==> src/rtl/memory_arbiter_pkg.sv <==
// Shared types and widths for the unified instruction/data memory arbiter.
// Latency: n/a (types and constants only).
// Backpressure: n/a.
package memory_arbiter_pkg;

    localparam int ADDR_W = 32;
    localparam int DATA_W = 32;
    localparam int BE_W   = 4;

    // Tag remembered per accepted read so the returning beat finds its owner.
    typedef enum logic {
        TAG_INST,
        TAG_DATA
    } mem_tag_t;

    // Grant FSM: IDLE arbitrates freshly, HOLD_* pins the bus to a stalled winner.
    typedef enum logic [1:0] {
        IDLE,
        HOLD_INST,
        HOLD_DATA
    } grant_state_t;

endpackage

==> src/rtl/tag_fifo.sv <==
// Small FIFO of 1-bit requester tags for outstanding bus reads.
// Latency: push visible at head one cycle later; head/full/empty are registered state.
// Backpressure: push while full and pop while empty are ignored; caller gates on full/empty.
// Ports: clock, reset (sync, active-high), push/push_tag, pop, full, empty, head.
module tag_fifo
    import memory_arbiter_pkg::*;
#(
    parameter int DEPTH = 2
) (
    input  logic     clock,
    input  logic     reset,
    input  logic     push,
    input  mem_tag_t push_tag,
    input  logic     pop,
    output logic     full,
    output logic     empty,
    output mem_tag_t head
);

    localparam int PW = (DEPTH > 1) ? $clog2(DEPTH) : 1;
    localparam int CW = $clog2(DEPTH + 1);

    mem_tag_t        mem [DEPTH];
    logic [PW-1:0]   rd_ptr;
    logic [PW-1:0]   wr_ptr;
    logic [CW-1:0]   count;
    logic            do_push;
    logic            do_pop;

    function automatic logic [PW-1:0] next_ptr(input logic [PW-1:0] p);
        return (p == PW'(DEPTH - 1)) ? '0 : p + PW'(1);
    endfunction

    assign full    = (count == CW'(DEPTH));
    assign empty   = (count == '0);
    assign head    = mem[rd_ptr];
    assign do_push = push && !full;
    assign do_pop  = pop && !empty;

    always_ff @(posedge clock) begin
        if (reset) begin
            rd_ptr <= '0;
            wr_ptr <= '0;
            count  <= '0;
        end else begin
            if (do_push) wr_ptr <= next_ptr(wr_ptr);
            if (do_pop)  rd_ptr <= next_ptr(rd_ptr);
            case ({do_push, do_pop})
                2'b10:   count <= count + CW'(1);
                2'b01:   count <= count - CW'(1);
                default: count <= count;
            endcase
        end
    end

    // Storage needs no reset: entries are only read once count says they are valid.
    always_ff @(posedge clock) begin
        if (do_push) mem[wr_ptr] <= push_tag;
    end

endmodule

==> src/rtl/memory_arbiter.sv <==
// Arbitrates one pipelined memory bus between instruction fetch and data access (data wins),
// holding the grant across bus stalls and routing read beats back by issue-order tag.
// Latency: 0 cycles request-to-bus and bus-beat-to-requester. Backpressure: *_wait_req mirrors
// bus_wait_req for the granted side; the loser, and any read while the tag FIFO is full, waits.
// Ports: inst_* fetch port, data_* load/store port, bus_* shared memory bus; clock, reset.
module memory_arbiter
    import memory_arbiter_pkg::*;
#(
    parameter int OUTSTANDING = 2
) (
    input  logic              clock,
    input  logic              reset,
    input  logic              inst_read_enable,
    input  logic [ADDR_W-1:0] inst_address,
    output logic              inst_wait_req,
    output logic              inst_valid,
    output logic [DATA_W-1:0] inst_data,
    input  logic              data_read_enable,
    input  logic              data_write_enable,
    input  logic [ADDR_W-1:0] data_address,
    input  logic [DATA_W-1:0] data_write_data,
    input  logic [BE_W-1:0]   data_byte_enable,
    output logic              data_wait_req,
    output logic              data_valid,
    output logic [DATA_W-1:0] data_read_data,
    output logic              bus_read_enable,
    output logic              bus_write_enable,
    output logic [ADDR_W-1:0] bus_address,
    output logic [DATA_W-1:0] bus_write_data,
    output logic [BE_W-1:0]   bus_byte_enable,
    input  logic              bus_wait_req,
    input  logic              bus_valid,
    input  logic [DATA_W-1:0] bus_read_data
);

    grant_state_t state;
    logic         fifo_full;
    logic         fifo_empty;
    mem_tag_t     fifo_head;
    logic         inst_req;
    logic         data_req;
    logic         grant_inst;
    logic         grant_data;
    logic         push;
    mem_tag_t     push_tag;
    logic         pop;

    // Full blocks reads even when a beat pops this cycle, keeping full off the bus_valid path.
    assign inst_req = inst_read_enable && !fifo_full;
    assign data_req = data_write_enable || (data_read_enable && !fifo_full);

    always_comb begin
        grant_inst = 1'b0;
        grant_data = 1'b0;
        if (!reset) begin
            case (state)
                IDLE: begin
                    if (data_req)      grant_data = 1'b1;
                    else if (inst_req) grant_inst = 1'b1;
                end
                HOLD_INST: grant_inst = inst_req;
                HOLD_DATA: grant_data = data_req;
                default:   ;
            endcase
        end
    end

    always_comb begin
        bus_read_enable  = 1'b0;
        bus_write_enable = 1'b0;
        bus_address      = '0;
        bus_write_data   = '0;
        bus_byte_enable  = '0;
        if (grant_inst) begin
            bus_read_enable  = 1'b1;
            bus_address      = inst_address;
            bus_byte_enable  = '1;
        end else if (grant_data) begin
            bus_read_enable  = data_read_enable;
            bus_write_enable = data_write_enable;
            bus_address      = data_address;
            bus_write_data   = data_write_data;
            bus_byte_enable  = data_byte_enable;
        end
    end

    assign inst_wait_req = !(grant_inst && !bus_wait_req);
    assign data_wait_req = !(grant_data && !bus_wait_req);

    assign push     = bus_read_enable && !bus_wait_req;
    assign push_tag = grant_data ? TAG_DATA : TAG_INST;
    assign pop      = bus_valid && !reset;

    // Beats with no outstanding tag (e.g. stragglers after reset) are swallowed.
    assign inst_valid     = pop && !fifo_empty && (fifo_head == TAG_INST);
    assign data_valid     = pop && !fifo_empty && (fifo_head == TAG_DATA);
    assign inst_data      = bus_read_data;
    assign data_read_data = bus_read_data;

    always_ff @(posedge clock) begin
        if (reset) begin
            state <= IDLE;
        end else begin
            case (state)
                IDLE: begin
                    if (grant_inst && bus_wait_req)      state <= HOLD_INST;
                    else if (grant_data && bus_wait_req) state <= HOLD_DATA;
                end
                // Release on acceptance or when the holder withdraws its request.
                HOLD_INST: if (!grant_inst || !bus_wait_req) state <= IDLE;
                HOLD_DATA: if (!grant_data || !bus_wait_req) state <= IDLE;
                default:   state <= IDLE;
            endcase
        end
    end

    tag_fifo #(
        .DEPTH(OUTSTANDING)
    ) u_tag_fifo (
        .clock    (clock),
        .reset    (reset),
        .push     (push),
        .push_tag (push_tag),
        .pop      (pop),
        .full     (fifo_full),
        .empty    (fifo_empty),
        .head     (fifo_head)
    );

endmodule

==> config.mk <==
export PLATFORM = sky130hd
export DESIGN_NAME = memory_arbiter
export DESIGN_NICKNAME = d
export VERILOG_FILES = /design/src/rtl/memory_arbiter_pkg.sv /design/src/rtl/tag_fifo.sv /design/src/rtl/memory_arbiter.sv
export SDC_FILE = /design/constraint.sdc
export NUM_CORES = 1
export LEC_CHECK = 0
export ABC_AREA = 1
export ABC_CLOCK_PERIOD_IN_PS = 2120
export CAP_MARGIN = 10
export CORE_AREA = 2 2 107 109
export DETAILED_ROUTE_END_ITERATION = 10
export DIE_AREA = 0 0 109 111
export PLACE_DENSITY = 0.71
export SLEW_MARGIN = 25
export SYNTH_ARGS = -nofsm -noshare
export SYNTH_HDL_FRONTEND = slang
export SYNTH_SLANG_ARGS = --single-unit
export TNS_END_PERCENT = 5
==> constraint.sdc <==
create_clock -name clock -period 2.12 [get_ports clock]
set_clock_uncertainty 0.05 [all_clocks]
set_input_delay 0.424 -clock clock [delete_from_list [all_inputs] [get_ports clock]]
set_output_delay 0.424 -clock clock [all_outputs]
set_load 0.1 [all_outputs]
==> load_flow_metrics.sql, run 1 <==
INSERT INTO impl_metrics (metric_group, metric, value, unit) VALUES
('status', 'status', 'finished, violations left', ''),
('status', 'violations_in_the_final_reports', 'negative setup slack', ''),
('finish', 'num_antenna_cells', '0', ''),
('floorplan', 'die_w', '109', 'µm'),
('sta', 'final_hold_viol_count', '0', ''),
('placement', 'detailedPlacementHpwl', '5.551', 'mm'),
('sta', 'worst_slew_pin_slew', '0.2343', 'ns'),
('placement', 'dp_cells', '501', ''),
('drt', 'totalWireLength', '7.305', 'mm'),
('grt', 'grt_max_degree', '18', ''),
('synthesis', 'netlist_area', '1580', 'µm²'),
('sta', 'setup_slack', '-0.03531', 'ns'),
('sta', 'report.final.setup_viol', '30', ''),
('pwr', 'peakVddDrop', '0.2812', 'mV'),
('placement', 'routabilityCongestion', '0.7453', ''),
('placement', 'detailed_place.area', '3965', 'µm²'),
('setup_path', 'critical_path.startpoint_type', 'register', ''),
('pwr', 'cellPowerDensity', '474.2', 'nW/µm²'),
('drt', 'vias', '2012', ''),
('sta', 'worst_hold_slack', '0.4560', 'ns'),
('clock_network', 'cts_tree', 'done', ''),
('min_path', 'worstHoldPathType', 'reg2reg', ''),
('synthesis', 'syn-instance-count', '238', ''),
('setup_path', 'crit_arrival', '1.68', 'ns'),
('finish', 'layout-drive-gt1-share', '46.28', '%'),
('grt', 'grt_antenna_before_repair', '0', ''),
('finish', 'instances_no_fill', '519', ''),
('sta', 'period_needed', '2.155', 'ns'),
('clock_network', 'clockBufferDepth', '2', ''),
('drt', 'drt-vias-per-instance', '3.877', ''),
('grt', 'global_route_wire_length_before_repair', '10.97', 'mm'),
('floorplan', 'die_area', '12100', 'µm²'),
('synthesis', 'syn_nets', '378', ''),
('grt', 'gr-total-overflow', '0', ''),
('floorplan', 'top_ports', '277', ''),
('setup_path', 'crit_type', 'reg2out', ''),
('clock_network', 'cts_h_tree_depth', '1', ''),
('synthesis', 'ys_warn_count', '0', ''),
('setup_path', 'path_max_fanout', '14', ''),
('sta', 'finalMaxSlewViolations', '0', ''),
('grt', 'grt_most_used_layer', 'met2', ''),
('drt', 'antenna_left', '0', ''),
('floorplan', 'fp-row-count', '39', ''),
('finish', 'nets', '517', ''),
('grt', 'vias_in_the_first_global_route', '2172', ''),
('clock_network', 'worst_setup_hold_path_clk_slew', '0.04', 'ns'),
('clock_network', 'cts_num_sinks', '9', ''),
('synthesis', 'synth.distinct_cells', '22', ''),
('grt', 'grtUsageTotal', '11.58', '%'),
('grt', 'globalRouteMet3Util', '3.939', '%'),
('sta', 'max_freq', '464.0', 'MHz'),
('pwr', 'cellLeakagePower', '2.015', 'nW'),
('clock_network', 'clk_root_buffer_cell', 'sky130_fd_sc_hd__clkbuf_16', ''),
('clock_network', 'total_cts_buffers', '3', ''),
('sta', 'min_period_over_period', '101.7', '%'),
('finish', 'commonest_cells_after_routing_fill_and_taps_aside', '102 x sky130_fd_sc_hd__clkdlybuf4s50_1, 78 x sky130_fd_sc_hd__buf_12, 39 x sky130_fd_sc_hd__inv_1, 28 x sky130_fd_sc_hd__nor2_4, 17 x sky130_fd_sc_hd__a22o_1', ''),
('drt', 'drt_iter0_drc', '22', ''),
('finish', 'syn2layout_area_growth', '193.5', '%'),
('setup_path', 'worst_setup_path_end_kind', 'output pin', ''),
('grt', 'grt.met1_usage', '11.10', '%'),
('floorplan', 'floorplan.die.height', '111', 'µm'),
('drt', 'drt_first_pass_iters', '4', ''),
('synthesis', 'synth_sequential_area_ratio', '12.67', '%'),
('grt', 'global_routing_met2_resource_utilization', '22.32', '%'),
('placement', 'placement.io_buffers', '180', ''),
('floorplan', 'initial_core_util', '14.27', '%'),
('sta', 'max_slew_margin', '84.21', '%'),
('clock_network', 'clk_latency_worst_skew_pair', '0.24', 'ns'),
('finish', 'final_area', '4638', 'µm²'),
('drt', 'drcViolationCount', '0', ''),
('sta', 'grt_setup_unrepaired', 'yes', ''),
('finish', 'layout.cells.most_common', 'sky130_fd_sc_hd__clkdlybuf4s50_1', ''),
('synthesis', 'syn_avg_cell_area', '6.640', 'µm²'),
('floorplan', 'placeableCoreArea', '11080', 'µm²'),
('drt', 'route.detailed.wl_per_inst', '14.08', 'µm'),
('synthesis', 'synth-seq-cells', '9', ''),
('setup_path', 'critPathRequiredTime', '1.65', 'ns'),
('job', 'max_cap_violations', '0', '');
-- worst paths after layout --
check / end / cells after the start / startpoint / slack (ns)
worst max register to register: u_tag_fifo.count[1] / 15 / u_tag_fifo.count[0] / 0.09
worst min-delay path: u_tag_fifo.rd_ptr / 2 / u_tag_fifo.rd_ptr / 0.46
worst min register to register: u_tag_fifo.rd_ptr / 2 / u_tag_fifo.rd_ptr / 0.46
worst max-delay path: bus_address[22] / 10 / u_tag_fifo.count[0] / -0.04
-- synthesized netlist by cell type --
cell type,n,area share [%]
sky130_fd_sc_hd__a21oi_1,4,1.3
sky130_fd_sc_hd__a22o_1,32,18
sky130_fd_sc_hd__buf_2,1,0.32
sky130_fd_sc_hd__buf_4,64,30
sky130_fd_sc_hd__buf_6,6,4.3
sky130_fd_sc_hd__clkbuf_1,3,0.71
sky130_fd_sc_hd__dfxtp_1,7,8.9
sky130_fd_sc_hd__edfxtp_1,2,3.8
sky130_fd_sc_hd__ha_1,1,0.79
sky130_fd_sc_hd__inv_1,41,9.7
sky130_fd_sc_hd__inv_2,3,0.71
sky130_fd_sc_hd__inv_4,1,0.40
sky130_fd_sc_hd__nand2_1,15,3.6
sky130_fd_sc_hd__nand2_2,3,1.2
sky130_fd_sc_hd__nand2_4,2,1.4
sky130_fd_sc_hd__nand3_1,1,0.32
sky130_fd_sc_hd__nand3_4,1,1.1
sky130_fd_sc_hd__nand4_1,1,0.40
sky130_fd_sc_hd__nor2_1,43,10
sky130_fd_sc_hd__nor3_2,1,0.63
sky130_fd_sc_hd__o21ai_0,5,1.6
sky130_fd_sc_hd__xor2_1,1,0.55
-- power by group --
group	internal [mW]	switching, mW
logic	0.699	0.970
clock network	0.249	0.0894
registers	0.187	0.00539
total	1.14	1.06
-- repair_timing --
action,4_1_cts,5_1_grt
setup endpoints to repair,75,72
gates resized for setup,67,15
buffers inserted,9,0
pin swaps,12,2
cloned,6,0
hold buffers,0,0
-- routing by layer --
layer  up-vias  part of all wire [%]
li1        955                     -
met1       898                    32
met2       134                    53
met3        25                    12
met4         0                   2.4
met5         -                     0
-- critical path, stage by stage, from the launching register on --
cell	delay (ns)
sky130_fd_sc_hd__dfxtp_2	0.32
sky130_fd_sc_hd__inv_2	0.07
sky130_fd_sc_hd__nand2_4	0.06
sky130_fd_sc_hd__nand2_4	0.07
sky130_fd_sc_hd__nand2_4	0.06
sky130_fd_sc_hd__nand3_4	0.11
sky130_fd_sc_hd__inv_6	0.05
sky130_fd_sc_hd__buf_12	0.12
sky130_fd_sc_hd__buf_16	0.14
sky130_fd_sc_hd__a22o_1	0.26
sky130_fd_sc_hd__buf_12	0.17
-- cells by family (layout without fill, tap and decap cells) --
group | after synthesis | in the layout | synth area share, %
adders and majority gates | 1 | 1 | 0.7916
DFF | 9 | 9 | 12.67
and+or+nand+nor | 67 | 67 | 18.84
buffers and inverters | 119 | 257 | 46.56
AOI/OAI and AO/OA | 41 | 41 | 20.59
xor gates and xnor gates | 1 | 1 | 0.5543
-- metrics by stage --
| stage | worst slack (ns) | utilization (%) | total power [mW] | setup TNS (ns) |
|---|---|---|---|---|
| finish | -0.03531 | 41.87 | 2.200 | -0.5095 |
| global route | -0.09602 | 41.87 | 2.273 | -2.996 |
| CTS | -0.02909 | 41.18 | 2.196 | -0.4187 |
| detailed placement | -0.2912 | 35.80 | 1.712 | -12.66 |
| global placement | -0.2914 | 35.80 | 1.702 | -12.12 |
| floorplan | -0.3340 | - | 1.603 | -12.63 |
-- layout make-up --
cell class / count / area, µm²
Clock buffer: 3 / 75.07
Tap cell: 143 / 178.9
Clock inverter: 1 / 5.005
Timing Repair Buffer: 208 / 2959
Inverter: 45 / 181.4
Multi-Input combinational cell: 110 / 1036
Sequential cell: 9 / 202.7
Fill cell: 986 / 6439
No activity file was read; power rests on OpenSTA's default activity.
==> run 2: changes to the inputs <==
--- a/config.mk
+++ b/config.mk
@@ -11,6 +11,7 @@
 export CORE_AREA = 2 2 107 109
 export DETAILED_ROUTE_END_ITERATION = 10
 export DIE_AREA = 0 0 109 111
+export HOLD_SLACK_MARGIN = 0.08
 export PLACE_DENSITY = 0.71
 export SLEW_MARGIN = 25
 export SYNTH_ARGS = -nofsm -noshare
==> results of run 2 <==
Same layout as run 1: the final DEF is identical, and so are final timing and power.
